==> config.mk <==
export PLATFORM = sky130hd
export DESIGN_NAME = srx_ant_scan_ctrl
export DESIGN_NICKNAME = d
export VERILOG_FILES = /design/src/rtl/srx_scan_pkg.sv /design/src/rtl/srx_ant_next_sel.sv /design/src/rtl/srx_ant_scan_ctrl.sv
export SDC_FILE = /design/constraint.sdc
export NUM_CORES = 1
export LEC_CHECK = 0
export BUFFER_PORTS_ARGS = -buffer_cell sky130_fd_sc_hd__clkbuf_2
export CAP_MARGIN = 15
export CORE_MARGIN = 10
export CORE_UTILIZATION = 40
export DETAILED_ROUTE_END_ITERATION = 8
export GPL_TIMING_DRIVEN = 0
export REMOVE_ABC_BUFFERS = 1
export SYNTH_ARGS = -nofsm -noshare
export SYNTH_HDL_FRONTEND = slang
export SYNTH_HIERARCHICAL = 1
export SYNTH_SLANG_ARGS = --single-unit
export TNS_END_PERCENT = 50
==> constraint.sdc <==
create_clock -name clk -period 2.8 [get_ports clk]
set_clock_uncertainty 0.2 [all_clocks]
set_input_delay 0.56 -clock clk [delete_from_list [all_inputs] [get_ports clk]]
set_output_delay 0.56 -clock clk [all_outputs]
set_load 0.05 [all_outputs]
==> src/rtl/srx_scan_pkg.sv <==
// -----------------------------------------------------------------------------
// srx_scan_pkg
//   Shared definitions for the observation-receiver antenna/path scan logic:
//   the scan state encoding, the path_mode encodings and the path-type
//   constants that the downstream RF switch map also decodes.
//
//   Contents
//     scan_state_t    : IDLE / SETTLE / REQ
//     PATH_MODE_*     : path_mode input encodings
//     PATH_TYPE_*     : path_sel values (0 = DPD, 1 = VSWR)
//     first_path()    : first path visited on an antenna for a given mode
//     lowest_set()    : index of the lowest set bit of an 8-bit mask
// -----------------------------------------------------------------------------
package srx_scan_pkg;

  typedef enum logic [1:0] {
    ST_IDLE   = 2'd0,
    ST_SETTLE = 2'd1,
    ST_REQ    = 2'd2
  } scan_state_t;

  // path_mode encodings
  localparam logic [1:0] PATH_MODE_DPD  = 2'd0;  // DPD path only
  localparam logic [1:0] PATH_MODE_VSWR = 2'd1;  // VSWR path only
  localparam logic [1:0] PATH_MODE_BOTH = 2'd2;  // DPD then VSWR per antenna
  localparam logic [1:0] PATH_MODE_RSVD = 2'd3;  // reserved, treated as DPD only

  // path_sel values, shared with the switch map
  localparam logic PATH_TYPE_DPD  = 1'b0;
  localparam logic PATH_TYPE_VSWR = 1'b1;

  // Only VSWR-only mode starts on the VSWR path; every other mode
  // (including the reserved one) starts on DPD.
  function automatic logic first_path(input logic [1:0] mode);
    return (mode == PATH_MODE_VSWR) ? PATH_TYPE_VSWR : PATH_TYPE_DPD;
  endfunction

  // Lowest set bit of the mask; returns 0 for an all-zero mask, which the
  // callers never use because they gate on a non-zero mask first.
  function automatic logic [2:0] lowest_set(input logic [7:0] mask);
    logic [2:0] idx;
    idx = 3'd0;
    // Walking downwards lets the lowest set bit be the last one written.
    for (int i = 7; i >= 0; i--) begin
      if (mask[i]) idx = 3'(i);
    end
    return idx;
  endfunction

endpackage

==> src/rtl/srx_ant_next_sel.sv <==
// -----------------------------------------------------------------------------
// srx_ant_next_sel
//   Combinational next-antenna search. Finds the next set mask bit strictly
//   above the current antenna; if there is none, wraps to the lowest set bit
//   and raises wrap. The current antenna does not need to be in the mask.
//
//   Parameters
//     NUM_ANT : number of antennas (1..8)
//   Ports
//     mask    in  [NUM_ANT-1:0] antenna participation mask
//     cur     in  [2:0]         current antenna
//     nxt     out [2:0]         next antenna to visit
//     wrap    out               search wrapped past the top of the mask
// -----------------------------------------------------------------------------
module srx_ant_next_sel #(
  parameter int NUM_ANT = 4
) (
  input  logic [NUM_ANT-1:0] mask,
  input  logic [2:0]         cur,
  output logic [2:0]         nxt,
  output logic               wrap
);

  logic [2:0] above_idx;
  logic       above_found;
  logic [2:0] low_idx;

  // NOTE: every variable written in a combinational block gets a default at
  // the top of the block, otherwise a path that skips the assignment holds
  // the old value and a latch is inferred.
  always_comb begin
    above_idx   = 3'd0;
    above_found = 1'b0;
    low_idx     = 3'd0;
    // Descending scan: the last hit written is the smallest qualifying index.
    for (int i = NUM_ANT - 1; i >= 0; i--) begin
      if (mask[i]) begin
        low_idx = 3'(i);
        if (i > int'(cur)) begin
          above_idx   = 3'(i);
          above_found = 1'b1;
        end
      end
    end
  end

  assign nxt  = above_found ? above_idx : low_idx;
  assign wrap = ~above_found;

endmodule

==> src/rtl/srx_ant_scan_ctrl.sv <==
// -----------------------------------------------------------------------------
// srx_ant_scan_ctrl
//   Sequencer for the observation-receiver RF switch network. Walks the
//   enabled antennas and DPD/VSWR paths, waits a programmable settle time
//   after each switch change, then holds a level capture request until the
//   capture engine acknowledges it or the request times out.
//
//   Parameters
//     NUM_ANT     : number of antennas (1..8)
//     CNT_W       : width of the settle and timeout counters
//     ACK_TIMEOUT : REQ cycles without cap_ack before the step is abandoned
//   Ports
//     clk, rst_n       clock, asynchronous active-low reset
//     enable       in  run the scan while high
//     ant_mask     in  antenna participation mask
//     path_mode    in  0 DPD, 1 VSWR, 2 DPD then VSWR, 3 as 0
//     settle_cycles in switch settle time (0 behaves as 1)
//     ant_sel      out antenna select to the switch map
//     path_sel     out path select to the switch map (0 DPD, 1 VSWR)
//     cap_req      out capture request, level-held
//     cap_ack      in  capture acknowledge, looked at only in REQ
//     cap_ant      out request tag, equals ant_sel
//     cap_path     out request tag, equals path_sel
//     busy         out state is not IDLE
//     scan_done    out 1-cycle pulse at the end of a full pass
//     timeout_err  out 1-cycle pulse when a request times out
// -----------------------------------------------------------------------------
module srx_ant_scan_ctrl
  import srx_scan_pkg::*;
#(
  parameter int NUM_ANT     = 4,
  parameter int CNT_W       = 16,
  parameter int ACK_TIMEOUT = 65535
) (
  input  logic               clk,
  input  logic               rst_n,
  input  logic               enable,
  input  logic [NUM_ANT-1:0] ant_mask,
  input  logic [1:0]         path_mode,
  input  logic [CNT_W-1:0]   settle_cycles,
  output logic [2:0]         ant_sel,
  output logic               path_sel,
  output logic               cap_req,
  input  logic               cap_ack,
  output logic [2:0]         cap_ant,
  output logic               cap_path,
  output logic               busy,
  output logic               scan_done,
  output logic               timeout_err
);

  // The timeout counter holds the number of REQ edges already spent; the
  // step is abandoned on the edge that would make it ACK_TIMEOUT.
  localparam logic [CNT_W-1:0] TMO_LAST = CNT_W'(ACK_TIMEOUT - 1);

  scan_state_t      state_q, state_d;
  logic [CNT_W-1:0] settle_cnt_q, settle_cnt_d;
  logic [CNT_W-1:0] tmo_cnt_q, tmo_cnt_d;
  logic [2:0]       ant_q, ant_d;
  logic             path_q, path_d;
  logic             req_q, req_d;
  logic             busy_q, busy_d;
  logic             done_q, done_d;
  logic             tmo_err_q, tmo_err_d;

  logic             mask_any;
  logic [CNT_W-1:0] settle_last;
  logic             tmo_hit;
  logic             step_end;
  logic [2:0]       next_ant;
  logic             next_wrap;

  srx_ant_next_sel #(
    .NUM_ANT (NUM_ANT)
  ) u_next_sel (
    .mask (ant_mask),
    .cur  (ant_q),
    .nxt  (next_ant),
    .wrap (next_wrap)
  );

  assign mask_any = |ant_mask;

  // A zero settle time still spends one cycle in SETTLE. The counter starts
  // at 0 on entry, so SETTLE ends on the edge where it has reached S-1.
  assign settle_last = (settle_cycles == '0) ? '0 : settle_cycles - CNT_W'(1);

  assign tmo_hit  = (tmo_cnt_q == TMO_LAST);
  assign step_end = cap_ack | tmo_hit;

  always_comb begin
    state_d      = state_q;
    settle_cnt_d = settle_cnt_q;
    tmo_cnt_d    = tmo_cnt_q;
    ant_d        = ant_q;
    path_d       = path_q;
    done_d       = 1'b0;
    tmo_err_d    = 1'b0;

    unique case (state_q)
      ST_IDLE: begin
        if (enable && mask_any) begin
          state_d      = ST_SETTLE;
          ant_d        = lowest_set(8'(ant_mask));
          path_d       = first_path(path_mode);
          settle_cnt_d = '0;
        end
      end

      ST_SETTLE: begin
        if (!enable) begin
          state_d = ST_IDLE;
        end else if (settle_cnt_q >= settle_last) begin
          // >= rather than == so a shortened settle_cycles mid-step
          // still terminates.
          state_d   = ST_REQ;
          tmo_cnt_d = '0;
        end else begin
          settle_cnt_d = settle_cnt_q + CNT_W'(1);
        end
      end

      ST_REQ: begin
        // enable is ignored until the handshake completes so an
        // outstanding request is never dropped.
        if (step_end) begin
          // An ack in the timeout cycle wins: no error pulse.
          tmo_err_d = ~cap_ack;
          if (enable && mask_any) begin
            state_d      = ST_SETTLE;
            settle_cnt_d = '0;
            if (path_mode == PATH_MODE_BOTH && path_q == PATH_TYPE_DPD) begin
              path_d = PATH_TYPE_VSWR;
            end else begin
              ant_d  = next_ant;
              path_d = first_path(path_mode);
              done_d = next_wrap;
            end
          end else begin
            state_d = ST_IDLE;
          end
        end else begin
          tmo_cnt_d = tmo_cnt_q + CNT_W'(1);
        end
      end

      default: state_d = ST_IDLE;
    endcase
  end

  // Request and busy are registered from the next state so every output
  // comes straight off a flop.
  assign req_d  = (state_d == ST_REQ);
  assign busy_d = (state_d != ST_IDLE);

  // NOTE: sequential state is written with non-blocking assignments so all
  // flops update together from the values present before the edge.
  always_ff @(posedge clk or negedge rst_n) begin
    if (!rst_n) begin
      state_q      <= ST_IDLE;
      settle_cnt_q <= '0;
      tmo_cnt_q    <= '0;
      ant_q        <= 3'd0;
      path_q       <= PATH_TYPE_DPD;
      req_q        <= 1'b0;
      busy_q       <= 1'b0;
      done_q       <= 1'b0;
      tmo_err_q    <= 1'b0;
    end else begin
      state_q      <= state_d;
      settle_cnt_q <= settle_cnt_d;
      tmo_cnt_q    <= tmo_cnt_d;
      ant_q        <= ant_d;
      path_q       <= path_d;
      req_q        <= req_d;
      busy_q       <= busy_d;
      done_q       <= done_d;
      tmo_err_q    <= tmo_err_d;
    end
  end

  assign ant_sel     = ant_q;
  assign path_sel    = path_q;
  assign cap_ant     = ant_q;
  assign cap_path    = path_q;
  assign cap_req     = req_q;
  assign busy        = busy_q;
  assign scan_done   = done_q;
  assign timeout_err = tmo_err_q;

endmodule

---- Yosys cells after proc, flatten, opt, wreduce, memory -nomap -nowiden ----
Cells that the tools add are included.
storage, ports and cells
  register bits after elaboration ......... 42
  bits of input ports ..................... 26
  output and inout bits ................... 12
  word-level logic and storage cells ...... 97
operators by class
  add/subtract/negate cells ............... 3
  order comparisons ....................... 4
  eq/ne operators ......................... 14
  muxes and demuxes ....................... 50
  bitwise operators ....................... 4
  reduce and logical (&&, ||, !) cells .... 13
operator list
  kind                                                                             count
  16-bit two-way mux                                                               8
  16-bit case mux with 3 select lines                                              1
  3-bit two-way mux                                                                11
  16-bit by 1-bit adder with 16-bit output (second input constant)                 2
  16-bit case mux with 2 select lines                                              1
  1-bit two-way mux                                                                18
  16-bit equality test (second input constant)                                     1
  16-bit >= comparator                                                             1
  16-bit logical NOT                                                               1
  2-bit two-way mux                                                                8
  2-bit inequality test (second input constant)                                    8
  16-bit by 1-bit subtractor with 16-bit output (second input constant)            1
  4-bit AND reduction                                                              3
  2-bit equality test (second input constant)                                      3
  2-bit by 3-bit greater-than comparator with 1-bit output (first input constant)  2
  2-bit case mux with 3 select lines                                               1
  3-bit case mux with 2 select lines                                               1
  2-bit nonzero test                                                               3
  5-bit AND reduction                                                              1
  2-bit by 1-bit equality test with 1-bit output (second input constant)           2
  4-bit OR reduction                                                               1
  1-bit by 3-bit greater-than comparator with 1-bit output (first input constant)  1
  1-bit NOT                                                                        3
  3-bit nonzero test                                                               1
  other kinds (4)                                                                  5

---- Depth between registers and ports, before layout ----
Gate-level depths: netlist of run 1.
  word-level depth ........................ 12
  gate-level depth with buffers ........... 17
  mapped depth without buffers ............ 15

---- Cells and area by module ----
Netlist of run 1, hierarchy kept.
modules (own cells, without submodules)
  module             times used  cells an instance  area an instance (sq um)
  srx_ant_scan_ctrl  1           331                2,915.3
  srx_ant_next_sel   1           18                 115.1

---- Worst setup path after synthesis of run 1 ----
No wires, ideal clock.
  path type ............................... input to register
  start ................................... in settle_cycles[9]
  end ..................................... reg settle_cnt_q[4]
  setup time .............................. 0.131 ns
  data arrival time ....................... 3.777 ns
  slack ................................... -1.309 ns
  cell stages on the path ................. 15
  buffers on the path ..................... 2
  cell sequence ........................... or4_1 or3_1 nor4_2 nand3_1 nor3_1 a21oi_1 ha_1 nand4_1 nor2_1 a311oi_1 nand4b_2 buf_4 clkbuf_1 o211ai_1 o31ai_1
between the ends
  cells in the longest elaborated chain, start to end .. 5
ends and longest elaborated chain
  what                                                                                 RTL line                  text
  start: declaration                                                                   srx_ant_scan_ctrl.sv:40   input logic [CNT_W-1:0] settle_cycles,
  16-bit by 1-bit subtractor with 16-bit output or 16-bit logical NOT (tied branches)  srx_ant_scan_ctrl.sv:86   assign settle_last = (settle_cycles == '0) ? '0 : settle_cycles - CNT_W'(1);
  16-bit two-way mux *                                                                 srx_ant_scan_ctrl.sv:86
  16-bit >= comparator *                                                               srx_ant_scan_ctrl.sv:113  end else if (settle_cnt_q >= settle_last) begin
  2-bit inequality test (no source line) *                                             -
  4-bit AND reduction (no source line) *                                               -
  end signal: assignment                                                               srx_ant_scan_ctrl.sv:171  settle_cnt_q <= settle_cnt_d;
  end: declaration                                                                     srx_ant_scan_ctrl.sv:57   logic [CNT_W-1:0] settle_cnt_q, settle_cnt_d;
Mark *: on every way between the ends. The rest lies on a longest branch, timed or not.
A chain may end at the register's enable or synchronous reset.

---- Worst setup path after layout of run 1 ----
  start ................................... in settle_cycles[9]
  end ..................................... reg settle_cnt_q[14]
The elaborated chain is that of the path after synthesis.

==> results.toml, run 1 <==
[logic_synthesis]
avgSynthCellArea_um2 = 8.683
synthArstFlopShare_pct = 100.0
yosysTopAreaCell = "dfrtp_1"
ys_warn_count = 6
synth_seq_cells = 42
yosysSeqAreaShare_pct = 34.68
synth_common_cells = "dfrtp_1 (42), nand2_1 (39), nor2_1 (35)"
synth_cells = 349
synthDistinctLibCells = 56
synth-main-ff-cell = "dfrtp_1"
synth_edf_count = 0
synth_area_um2 = 3030
synth_top_area_share_pct = 34.68
synth.most_common_cell = "dfrtp_1"
yosys-top-cells-area = "dfrtp_1 (35%), ha_1 (8.7%), xor2_1 (6.1%)"

[layout]
n_antenna_cell = 0
syn_to_final_growth_pct = 26.09
n_fill_cell = 683
nets = 449
final_util_pct = 52.40
instances_no_fill = 502
drive_above_1_share_pct = 28.78

[detailed_routing]
wl_met2_mm = 3.753
met1_length_mm = 3.294
drt_iter0_drc = 122
maxUsedRoutingLayer = "met4"
routed_wl_mm = 7.254
vias = 2766
drcViolationCount = 0
viasPerCell = 5.510
ant_nets = 0
wl_met3_um = 156
wl_per_cell_um = 14.45
first_pass_iters = 4

[worst_setup_path]
slowest_stage = "or4_4"
max_stage_delay_ns = 0.54
required_ns = 2.83
crit_chain = "buf_6 > or4_4 > or3_4 > nor4_4 > nand3_2 > nor3_2 > a21oi_2 > ha_1 > nand4_1 > nor2_2 > a311oi_4 > nand4b_4 > buf_6 > or4_4 > a21oi_1"
worst-path-buf-inv = 2
critPathCaptureType = "flip-flop"
worstPathMaxFanout = 3
start_kind = "input port"
critPathTopFamily = "simple AND/OR/NAND/NOR gates"
worstPathArrival_ns = 4.12
critPathKind = "input port to flip-flop"

[floorplan]
die_h_um = 107.0
fp.coreArea_um2 = 7292
rows = 31
die_w_um = 107.0
die_area_um2 = 11460
ios = 38
initial_core_util_pct = 41.56

[grt]
overflow = 0
grt_max_degree = 43
antenna_found_initial = 0
grt_pass1_vias = 2794
grt_pass1_wl_mm = 12.44
track_usage_pct = 12.68

[clock_network]
h-tree-depth = 2
insertion_delay_ns = 0.29
clockBufferDepth = 2
cts_sinks = 42
cts_tree = "done"
clockRootBuffer = "clkbuf_8"
numCtsBuffers = 5
path_clk_slew_ns = 0.09

[power_and_ir_drop]
p_per_area_nw_per_um2 = 470.9
p_comb_share_pct = 27.4
fin_total_pwr_w = 0.001800
p_clk_share_pct = 32.0
p_switching_w = 0.0005977
seqPwrFrac_pct = 40.6
vdd_ir_drop_max_mv = 0.3176
p_int_w = 0.001202
leakagePower_nw = 1.782
swShare_pct = 33.21

[sta]
rsz0062_at_grt = "true"
finalMaxSlewViolations = 0
slew_headroom_pct = 57.76
timing.fmax_ghz = 0.2442
min_period_over_period_pct = 146.2
hold_viol = 14
timing.final.ws_setup_ns = -1.294
tightest_slew_ns = 0.6320
finalSetupViolations = 35
holdWs_ns = -0.01508
min_period_ns = 4.094

[status]
violations = "hold timing, setup timing"
status = "finished with violations"

[placement]
dp_slack_ns = -2.386
dpl.hpwl_mm = 4.984
port_buffers = 37
gp_congestion = 0.7998
dp.cells = 474

[worst_hold_path]
hp-class = "input port to asynchronous set/reset pin"

[job]
drv_cap = 0
power by group through the flow:
stage / Combinational, W / Clock, W / Sequential, W
6_report: 0.000494 / 0.000576 / 0.000730
5_1_grt: 0.000550 / 0.000616 / 0.000743
4_1_cts: 0.000471 / 0.000589 / 0.000730
3_5_place_dp: 0.000422 / 0 / 0.000742
3_3_place_gp: 0.000410 / 0 / 0.000740
2_1_floorplan: 0.000211 / 0 / 0.000814
final timing paths:
kind | from | endpoint | slack (ns) | cells past startpoint
worst max register to register | tmo_cnt_q[0]$_DFFE_PN0P_ | settle_cnt_q[5]$_DFFE_PN0P_ | 0.03 | 9
worst min-delay path | rst_n | tmo_cnt_q[15]$_DFFE_PN0P_ | -0.02 | 1
worst min register to register | tmo_cnt_q[9]$_DFFE_PN0P_ | tmo_cnt_q[9]$_DFFE_PN0P_ | 0.36 | 2
worst max-delay path | settle_cycles[9] | settle_cnt_q[14]$_DFFE_PN0P_ | -1.29 | 15
min in group clk | path_mode[0] | cap_path$_DFFE_PN0P_ | 0.33 | 3
max in group asynchronous | rst_n | ant_sel[0]$_DFFE_PN0P_ | 1.92 | 2
cell type report:
class | instances | area [um2] | area share, %
clock buffer | 5 | 68.82 | 1.801
tap | 99 | 123.9 | 3.242
multi-input combinational | 284 | 2081 | 54.45
inverter | 13 | 48.80 | 1.277
clock inverter | 3 | 68.82 | 1.801
timing repair buffer | 56 | 379.1 | 9.921
sequential | 42 | 1051 | 27.50
state kept, by name, summed over array words and instances (netlist names):
name and cells:
settle_cnt_q 16, busy 1, state_q 2, tmo_cnt_q 16
timeout_err 1, ant_sel 3, scan_done 1, cap_req 1
cap_path 1
per-layer routing:
| metal | GRT usage [%] | vias up |
|---|---|---|
| li1 | - | 1379 |
| met1 | 15.36 | 1348 |
| met2 | 22.38 | 35 |
| met3 | 2.216 | 4 |
| met4 | 3.578 | 0 |
| met5 | 0 | - |
placed cells by master (no fill, tap or decap), drive strengths merged, types with 9 or more instances in the layout:
cell type and instances:
a21oi 30, buf 21, clkbuf 40, dfrtp 42
ha 21, inv 13, nand2 39, nand3 14
nand4 10, nor2 35, nor3 10, o21ai 9
o31ai 9, xor2 21
logic make-up after synthesis:
kind of cell             after synthesis  share of synthesized area [%]
AND/OR/NAND/NOR                      165                          29.89
other                                  1                         0.1237
adder cells (fa/ha/maj)               21                          8.670
flip-flops                            42                          34.68
buffers and inverters                 25                          4.211
XOR/XNOR                              23                          6.648
AO/OA/AOI/OAI                         72                          15.77
worst register-to-register path, cell delays in order, from the launching register on:
cell,delay [ns]
dfrtp_1,0.44
inv_1,0.08
ha_1,0.18
and3_2,0.20
a41oi_4,0.17
and2_4,0.22
nor4b_2,0.59
buf_4,0.32
nor4_1,0.08
or2_1,0.20
per-stage QoR:
stage	hold WS, ns	setup TNS (ns)	area, um2
3_5_place_dp	0.3426	-68.36	3274
5_1_grt	0.0009114	-44.05	3821
6_report	-0.01508	-39.93	3821
3_3_place_gp	0.3356	-75.55	3261
4_1_cts	0.2797	-42.44	3695
2_1_floorplan	0.06441	-43.57	2952
what timing repair did:
action | in CTS | in global routing
endpoints found under the setup margin | 35 | 35
gates resized for setup | 23 | 31
buffers inserted | 17 | 0
pin swaps | 10 | 10
gates cloned | 2 | 0
hold buffers | 0 | 0
hold endpoints to repair | 0 | 0
(Power assumes the default switching activity.)
==> run 2: changes to the inputs <==
--- a/config.mk
+++ b/config.mk
@@ -12,6 +12,7 @@
 export DETAILED_ROUTE_END_ITERATION = 8
 export GPL_TIMING_DRIVEN = 0
 export REMOVE_ABC_BUFFERS = 1
+export SETUP_SLACK_MARGIN = 0.5
 export SYNTH_ARGS = -nofsm -noshare
 export SYNTH_HDL_FRONTEND = slang
 export SYNTH_HIERARCHICAL = 1
==> run 2 against run 1 <==
Against the previous run: the run still ends with hold timing, setup timing left; register-to-register slack about the same; sequential power about the same; die area unchanged; count of clock-buffer cells in the layout unchanged; fmax unchanged; design area unchanged; core utilization unchanged; final cell count unchanged; non-clock buffer count unchanged; combinational power about the same; via count unchanged.
==> results.toml, run 2 (synthesis results as in run 1) <==
[worst_setup_path]
start_kind = "input port"
max_stage_delay_ns = 0.54
crit_chain = "buf_6 > or4_4 > or3_4 > nor4_4 > nand3_2 > nor3_2 > a21oi_2 > ha_1 > nand4_1 > nor2_2 > a311oi_4 > nand4b_4 > buf_6 > or4_4 > a21oi_1"
worstPathArrival_ns = 4.12
critPathCaptureType = "flip-flop"
critPathKind = "input port to flip-flop"
slowest_stage = "or4_4"
worstPathMaxFanout = 3
required_ns = 2.83

[clock_network]
clockRootBuffer = "clkbuf_8"
clockBufferDepth = 2
h-tree-depth = 2
path_clk_slew_ns = 0.09
insertion_delay_ns = 0.29
cts_tree = "done"
cts_sinks = 42
numCtsBuffers = 5

[status]
violations = "hold timing, setup timing"
status = "finished with violations"

[layout]
instances_no_fill = 502
n_antenna_cell = 0
syn_to_final_growth_pct = 26.09
final_util_pct = 52.40
final_common_cell = "dfrtp_1"
n_fill_cell = 683
layout_common_cells = "dfrtp_1 (42), nand2_1 (37), clkbuf_2 (35), nor2_1 (32), a21oi_1 (22)"
drive_above_1_share_pct = 28.78
nets = 449

[grt]
overflow = 0
grt_max_degree = 43
antenna_found_initial = 0
grt_pass1_wl_mm = 12.44
track_usage_pct = 12.68
grt_pass1_vias = 2794

[sta]
hold_viol = 14
min_period_ns = 4.094
timing.fmax_ghz = 0.2442
finalSetupViolations = 35
finalMaxSlewViolations = 0
holdWs_ns = -0.01508
slew_headroom_pct = 57.76
tightest_slew_ns = 0.6320
min_period_over_period_pct = 146.2
rsz0062_at_grt = "true"
timing.final.ws_setup_ns = -1.294
finalSetupTns_ns = -39.93

[detailed_routing]
drcViolationCount = 0
wl_per_cell_um = 14.45
first_pass_iters = 4
ant_nets = 0
viasPerCell = 5.510
routed_wl_mm = 7.254
vias = 2766
drt_iter0_drc = 122

[power_and_ir_drop]
leakagePower_nw = 1.782
p_comb_share_pct = 27.4
seqPwrFrac_pct = 40.6
p_clk_share_pct = 32.0
vdd_ir_drop_max_mv = 0.3176
fin_total_pwr_w = 0.001800
swShare_pct = 33.21
p_switching_w = 0.0005977
p_per_area_nw_per_um2 = 470.9
p_int_w = 0.001202

[placement]
dp.cells = 474
dpl.hpwl_mm = 4.984
port_buffers = 37
gp_congestion = 0.7998

[floorplan]
ios = 38
die_h_um = 107.0
die_w_um = 107.0
initial_core_util_pct = 41.56
die_area_um2 = 11460
rows = 31
fp.coreArea_um2 = 7292

[job]
drv_cap = 0

[worst_hold_path]
hp-class = "input port to asynchronous set/reset pin"
[run 2: cell counts in the layout (fill, tap and decap cells not counted)]
Identical to the previous run, type by type.
[run 2: repair_timing]
action,CTS,global route
hold endpoints to repair,0,0
hold buffers,0,0
setup buffers,17,0
setup endpoints to repair,39,39
pin swaps,10,10
gates resized for setup,23,31
cloned,2,0
[run 2: worst paths after layout]
kind,startpoint,end,slack (ns),cells past startpoint
min in group clk,path_mode[0],cap_path$_DFFE_PN0P_,0.33,3
max in group asynchronous,rst_n,ant_sel[0]$_DFFE_PN0P_,1.92,2
worst max-delay path,settle_cycles[9],settle_cnt_q[14]$_DFFE_PN0P_,-1.29,15
worst min register to register,tmo_cnt_q[9]$_DFFE_PN0P_,tmo_cnt_q[9]$_DFFE_PN0P_,0.36,2
worst max register to register,tmo_cnt_q[0]$_DFFE_PN0P_,settle_cnt_q[5]$_DFFE_PN0P_,0.03,9
worst min-delay path,rst_n,tmo_cnt_q[15]$_DFFE_PN0P_,-0.02,1
[run 2: worst max-delay path: cells and delay by family]
kind                     cells  cell delay, ns
AO/OA/AOI/OAI                3            0.61
adder cells (fa/ha/maj)      1            0.32
buffers and inverters        2            0.25
AND/OR/NAND/NOR              9            2.39
[run 2: layer usage]
metal  track usage [%]  up-vias  part of all wire (%)
met5                 0        -                     0
met4             3.578        0                  0.69
met3             2.216        4                   2.2
met2             22.38       35                    52
met1             15.36     1348                    45
li1                  -     1379                     -
[run 2: power by group through the flow]
| stage | clock network, W | logic [W] | registers (W) |
|---|---|---|---|
| 6_report | 0.000576 | 0.000494 | 0.000730 |
| 5_1_grt | 0.000616 | 0.000550 | 0.000743 |
| 4_1_cts | 0.000589 | 0.000471 | 0.000730 |
| 3_5_place_dp | 0 | 0.000422 | 0.000742 |
| 3_3_place_gp | 0 | 0.000410 | 0.000740 |
| 2_1_floorplan | 0 | 0.000211 | 0.000814 |
[run 2: layout make-up]
| type | instances | area (um2) | area share (%) |
|---|---|---|---|
| clock buffers | 5 | 68.82 | 1.801 |
| clock inverters | 3 | 68.82 | 1.801 |
| inverters | 13 | 48.80 | 1.277 |
| multi-input cells | 284 | 2081 | 54.45 |
| flip-flops and latches | 42 | 1051 | 27.50 |
| well taps | 99 | 123.9 | 3.242 |
| repair buffers | 56 | 379.1 | 9.921 |
[run 2: per-stage QoR]
step / setup slack [ns] / cell area [um2]
6_report: -1.294 / 3821
5_1_grt: -1.408 / 3821
4_1_cts: -1.335 / 3695
3_5_place_dp: -2.386 / 3274
3_3_place_gp: -2.546 / 3261
2_1_floorplan: -1.561 / 2952
